===== src/rtl/shift_unit_pkg.sv =====
// shift_unit_pkg: op encodings and FSM state type shared by the shift unit files.
package shift_unit_pkg;
    localparam logic [1:0] SHIFT_SLL = 2'b00;
    localparam logic [1:0] SHIFT_SRL = 2'b01;
    localparam logic [1:0] SHIFT_SRA = 2'b10;
    localparam logic [1:0] SHIFT_ROL = 2'b11;
    typedef enum logic [1:0] {IDLE, SHIFT, DONE} state_t;
endpackage


===== src/rtl/shift_unit_stage.sv =====
// shift_stage: one conditional fixed-distance shift/rotate step.
module shift_stage
    import shift_unit_pkg::*;
#(
    parameter int WIDTH = 32,
    parameter int DIST  = 1
) (
    input  logic [WIDTH-1:0] value,
    input  logic             enable,
    input  logic [1:0]       op,
    output logic [WIDTH-1:0] result
);
    // The MSB of a partially shifted SRA value still equals the original sign bit.
    always_comb
        result = !enable ? value :
                 op == SHIFT_SLL ? {value[WIDTH-1-DIST:0], {DIST{1'b0}}} :
                 op == SHIFT_SRL ? {{DIST{1'b0}}, value[WIDTH-1:DIST]} :
                 op == SHIFT_SRA ? {{DIST{value[WIDTH-1]}}, value[WIDTH-1:DIST]} :
                                   {value[WIDTH-1-DIST:0], value[WIDTH-1:WIDTH-DIST]};
endmodule


===== src/rtl/shift_unit.sv =====
// shift_unit: multi-cycle barrel shifter, one stage per cycle, MSB stage first.
// Define SHIFT_ROTATE_EN to support ROL; otherwise op 11 reports data_exception.
module shift_unit
    import shift_unit_pkg::*;
#(
    parameter int WIDTH = 32,
    parameter int SHW   = $clog2(WIDTH)
) (
    input  logic             clock,
    input  logic             reset,
    input  logic             ctrl_shift,
    input  logic [WIDTH-1:0] data_operandA,
    input  logic [SHW-1:0]   shamt,
    input  logic [1:0]       op,
    output logic [WIDTH-1:0] data_result,
    output logic             data_resultRDY,
    output logic             busy,
    output logic             data_exception
);
    state_t state, next;
    logic [SHW-1:0] cnt, sh;
    logic [1:0] opr;
    logic [WIDTH-1:0] acc, stage_sel;
    logic [WIDTH-1:0] stage_out [SHW];
    logic start, last, unsupported;

    for (genvar i = 0; i < SHW; i++) begin : g_stage
        shift_stage #(.WIDTH(WIDTH), .DIST(2 ** (SHW - 1 - i))) u_stage (
            .value(acc),
            .enable(sh[SHW-1-i]),
            .op(opr),
            .result(stage_out[i])
        );
    end

`ifdef SHIFT_ROTATE_EN
    assign unsupported = 1'b0;
`else
    assign unsupported = opr == SHIFT_ROL;
`endif

    assign start = ctrl_shift && state != SHIFT;
    assign last  = cnt == SHW'(SHW - 1);

    always_comb begin
        stage_sel = acc;
        for (int k = 0; k < SHW; k++)
            if (cnt == SHW'(k)) stage_sel = stage_out[k];
    end

    always_ff @(posedge clock or posedge reset)
        if (reset) state <= IDLE;
        else state <= next;

    always_comb
        next = state == SHIFT ? (last ? DONE : SHIFT) :
               ctrl_shift     ? SHIFT : IDLE;

    always_ff @(posedge clock or posedge reset)
        if (reset) begin
            acc <= '0;
            cnt <= '0;
            sh  <= '0;
            opr <= SHIFT_SLL;
        end else if (start) begin
            acc <= data_operandA;
            cnt <= '0;
            sh  <= shamt;
            opr <= op;
        end else if (state == SHIFT) begin
            acc <= (last && unsupported) ? '0 : stage_sel;
            cnt <= cnt + 1'b1;
        end

    always_comb begin
        data_result    = acc;
        data_resultRDY = state == DONE;
        busy           = state == SHIFT;
        data_exception = state == DONE && unsupported;
    end
endmodule


===== config.mk =====
export PLATFORM = sky130hd
export DESIGN_NAME = shift_unit
export DESIGN_NICKNAME = d
export VERILOG_FILES = /design/src/rtl/shift_unit_pkg.sv /design/src/rtl/shift_unit_stage.sv /design/src/rtl/shift_unit.sv
export SDC_FILE = /design/constraint.sdc
export NUM_CORES = 1
export LEC_CHECK = 0
export ABC_AREA = 0
export CORE_MARGIN = 2
export CORE_UTILIZATION = 55
export DETAILED_ROUTE_END_ITERATION = 10
export PLACE_DENSITY = 0.82
export SYNTH_ARGS = -nofsm -noshare
export SYNTH_HDL_FRONTEND = slang
export SYNTH_SLANG_ARGS = --single-unit

===== constraint.sdc =====
create_clock -name clock -period 4.35 [get_ports clock]
set_input_delay 1.0875 -clock clock [delete_from_list [all_inputs] [get_ports clock]]
set_output_delay 1.0875 -clock clock [all_outputs]
set_load 0.01 [all_outputs]

==> impl_metrics.toml <==
[cts]
postCtsResizedCells = 0
clk_transition_reported_paths_ps = 90
cts_hold_fix_bufs = 0
deepest_level_of_the_cts_h_tree = 2
clock_path_buffers = 2
cts_root_buf = "sky130_fd_sc_hd__clkbuf_8"
cts_num_sinks = 46
cts_tree = "done"
cts-buffers-inserted = 5
cts_setup_buffers = 0
worst_skew_pair.late_latency_ps = 310

[logic_synthesis]
synth_warnings = 0
synthDominantCellAreaShare_pct = 25.4
synth-seq-area-share_pct = 25.4
synth_area_per_cell_um2 = 7.52
mappedNetlistNets = 649
syn-cell-area_mm2 = 0.00453
ys_seq_elements = 46
syn_inst = 603
top_reg_cell_synth = "sky130_fd_sc_hd__dfrtp_1"
distinct_cells_synth = 62
share_of_flip_flops_with_an_asynchronous_set_or_reset_after_synthesis_pct = 100
synth_top_area_cell = "sky130_fd_sc_hd__dfrtp_1"
top_post_synthesis_cells_by_area = "sky130_fd_sc_hd__dfrtp_1, sky130_fd_sc_hd__nand2_1, sky130_fd_sc_hd__a21oi_1, sky130_fd_sc_hd__mux2i_1, sky130_fd_sc_hd__a31oi_1"
post_synth_edffs = 0

[sta]
ratio_of_final_minimum_period_to_clock_period_pct = 77.6
finalWorstPathRequiredPeriod_ps = 3380
final-hold-violation-count = 0
timing.final.ws_setup_ps = 972
setup_repair_after_global_routing_missed_its_margin = "false"
max_clk_rate_mhz = 296
finalSetupViolations = 0
final_max_slew_viol_count = 0
worst_slew_pin_slew_ps = 1160
worst_clock_skew_ps = 10.6
fin_setup_tns_ps = 0
slew-limit-headroom_pct = 22.6

[floorplan]
start_util_pct = 56.0
die_height_um = 94.8
dieArea_mm2 = 0.00899
ioPinCount = 77
fp.coreArea_mm2 = 0.00809
placement_rows = 33
die_width_um = 94.8

[placed_design]
cell_area_reported_after_detailed_placement_mm2 = 0.00523
detailedPlacementHpwl_mm = 12.5
dp_slack_ps = 1050
port_buffers = 76
gp_congestion = 1.02

[min_path]
worst_hold_startpoint = "sh[1]"
hold-path-cell-count = 2
hold_end = "sh[1]"
path_type_of_the_worst_min_delay_path = "flip-flop to flip-flop"

[setup_path]
critPathRequiredTime_ps = 3260
crit_slowest_cell = "sky130_fd_sc_hd__dfrtp_1"
path_cells = "nand2_1 -> nor2b_1 -> clkdlybuf4s50_1"
crit-reg2reg-capture = "data_result[30]"
worstRegToRegCells = 6
worstPathMaxFanout = 20
cp-start-kind = "flip-flop"
reg2reg_from = "cnt[0]"
cp_peak_stage_delay_ps = 840
r2r_setup_slack_ps = 1180
worst-setup-path-type = "flip-flop to output port"
cp.arrival_ps = 2290
crit_path_end_kind = "output port"

[final_layout]
finish.net_count = 684
final_layout_size_suffix_gt1_share_pct = 7.20
diodes = 0
top_library_cells_by_usage_in_the_layout_fill_and_taps_aside = "sky130_fd_sc_hd__nand2_1, sky130_fd_sc_hd__clkdlybuf4s50_1, sky130_fd_sc_hd__a21oi_1, sky130_fd_sc_hd__dfrtp_1, sky130_fd_sc_hd__nand3_1"
layout-area-overhead-vs-synth_pct = 17.3
layout.cells.most_common = "sky130_fd_sc_hd__nand2_1"
design_area_mm2 = 0.00532

[global_route]
grt_remaining_overflow = 0
gr_peak_layer = "met2"
grt.met1_usage_pct = 56.1
grt_usage_pct = 41.0
gr-usage-met2_pct = 63.2
met3_usage_pct = 7.82
maximum_number_of_pins_on_one_net_before_global_route_repair = 47
antenna_violations_before_repair = 0
vias_in_the_first_global_route = 5053
grt_pass1_wl_mm = 28.2

[drt]
vias_per_cell = 7.36
num_vias = 5476
routed_wirelength_normalized_by_instance_count_um = 24.4
remaining_number_of_nets_flagged_by_the_antenna_check_after_routing = 0
wirelength_mm = 18.1
route.detailed.drc = 0
drt-pass1-iter-count = 8
drtIter0Drc = 868

[status]
run_status = "complete, no violations"

[flow_run]
max_cap_violations = 0
final cells by class:
class,count,area [um^2]
Clock buffer,7,86.3
Sequential cell,46,1150
Inverter,10,37.5
Multi-Input combinational cell,488,3070
Fill cell,744,2770
Tap cell,105,131
Clock inverter,1,5.00
Timing Repair Buffer,87,843
routing by layer:
| layer | routed length (um) | up-vias | share of wire (%) |
|---|---|---|---|
| li1 | - | 2354 | - |
| met1 | 7060 | 2561 | 39 |
| met2 | 8050 | 463 | 44 |
| met3 | 2230 | 98 | 12 |
| met4 | 809 | 0 | 4.5 |
| met5 | 0 | - | 0 |
state kept, by name (all words and copies together), names as in the netlist:
| name | count |
|---|---|
| opr | 2 |
| data_result | 32 |
| sh | 5 |
| cnt | 5 |
| state | 2 |
synth_stat cells, types with 2 or more instances:
library cell                count
sky130_fd_sc_hd__a2111oi_2      6
sky130_fd_sc_hd__mux2_2         7
sky130_fd_sc_hd__a31oi_1       38
sky130_fd_sc_hd__a211oi_1      25
sky130_fd_sc_hd__o32ai_1        2
sky130_fd_sc_hd__buf_4          2
sky130_fd_sc_hd__inv_1         10
sky130_fd_sc_hd__buf_6          5
sky130_fd_sc_hd__or4b_1         3
sky130_fd_sc_hd__clkbuf_1      26
sky130_fd_sc_hd__o311ai_1       3
sky130_fd_sc_hd__a311oi_1       2
sky130_fd_sc_hd__a21oi_1       56
sky130_fd_sc_hd__o211ai_1      14
sky130_fd_sc_hd__nor4b_4        2
sky130_fd_sc_hd__o21ai_0       23
sky130_fd_sc_hd__nor3_1         8
sky130_fd_sc_hd__o22ai_1       10
sky130_fd_sc_hd__o2111ai_1      8
sky130_fd_sc_hd__and2_1         2
sky130_fd_sc_hd__o221ai_1       7
sky130_fd_sc_hd__and3b_1        3
sky130_fd_sc_hd__mux2i_1       24
sky130_fd_sc_hd__nor2b_1        3
sky130_fd_sc_hd__nand2b_1       4
sky130_fd_sc_hd__nand2_1      107
sky130_fd_sc_hd__nor2_1        29
sky130_fd_sc_hd__nor3_4         2
sky130_fd_sc_hd__ha_1           4
sky130_fd_sc_hd__o31ai_1        8
sky130_fd_sc_hd__dfrtp_1       46
sky130_fd_sc_hd__or3_1          2
sky130_fd_sc_hd__a21boi_0       3
sky130_fd_sc_hd__a2111oi_0      2
sky130_fd_sc_hd__nand3_1       42
sky130_fd_sc_hd__a211o_1        4
sky130_fd_sc_hd__xor2_1         3
sky130_fd_sc_hd__buf_2         25
sky130_fd_sc_hd__o21ai_1        9
sky130_fd_sc_hd__nand4_1        2
worst max-delay path, delay by kind of cell, from the launching register on:
kind	cells	cell delay, ps
AND/OR/NAND/NOR	2	580
buffers and inverters	1	550
flip-flops	1	840
worst max path at each step:
| stage | start | slack [ps] | end | depth (start not counted) |
|---|---|---|---|---|
| after floorplan | reset | 2170 | cnt[0] | 1 |
| after global placement | ctrl_shift | 1090 | data_result[20] | 6 |
| after detailed placement | ctrl_shift | 1050 | data_result[20] | 6 |
| after CTS | opr[0] | 1040 | data_exception | 3 |
| after global routing | opr[0] | 870 | data_exception | 3 |
| final | opr[0] | 970 | data_exception | 3 |
per-stage QoR:
stage	utilization [%]	hold WS, ps	instances
2_1_floorplan	-	437	603
3_3_place_gp	64.6	465	736
3_5_place_dp	64.6	469	736
4_1_cts	65.7	501	744
5_1_grt	65.7	554	744
6_report	65.7	497	744
logic make-up after synthesis:
group / Yosys count / share of synthesized area (%)
buffers and inverters: 69 / 7.39
AND/OR/NAND/NOR: 215 / 22.9
XOR/XNOR: 5 / 1.13
multiplexers: 31 / 7.04
adder cells (fa/ha/maj): 4 / 1.10
AO/OA/AOI/OAI: 233 / 35.0
flip-flops: 46 / 25.4
Power is not shown: default switching activity piles up to over one toggle a cycle in this logic, so the estimate is an artifact.
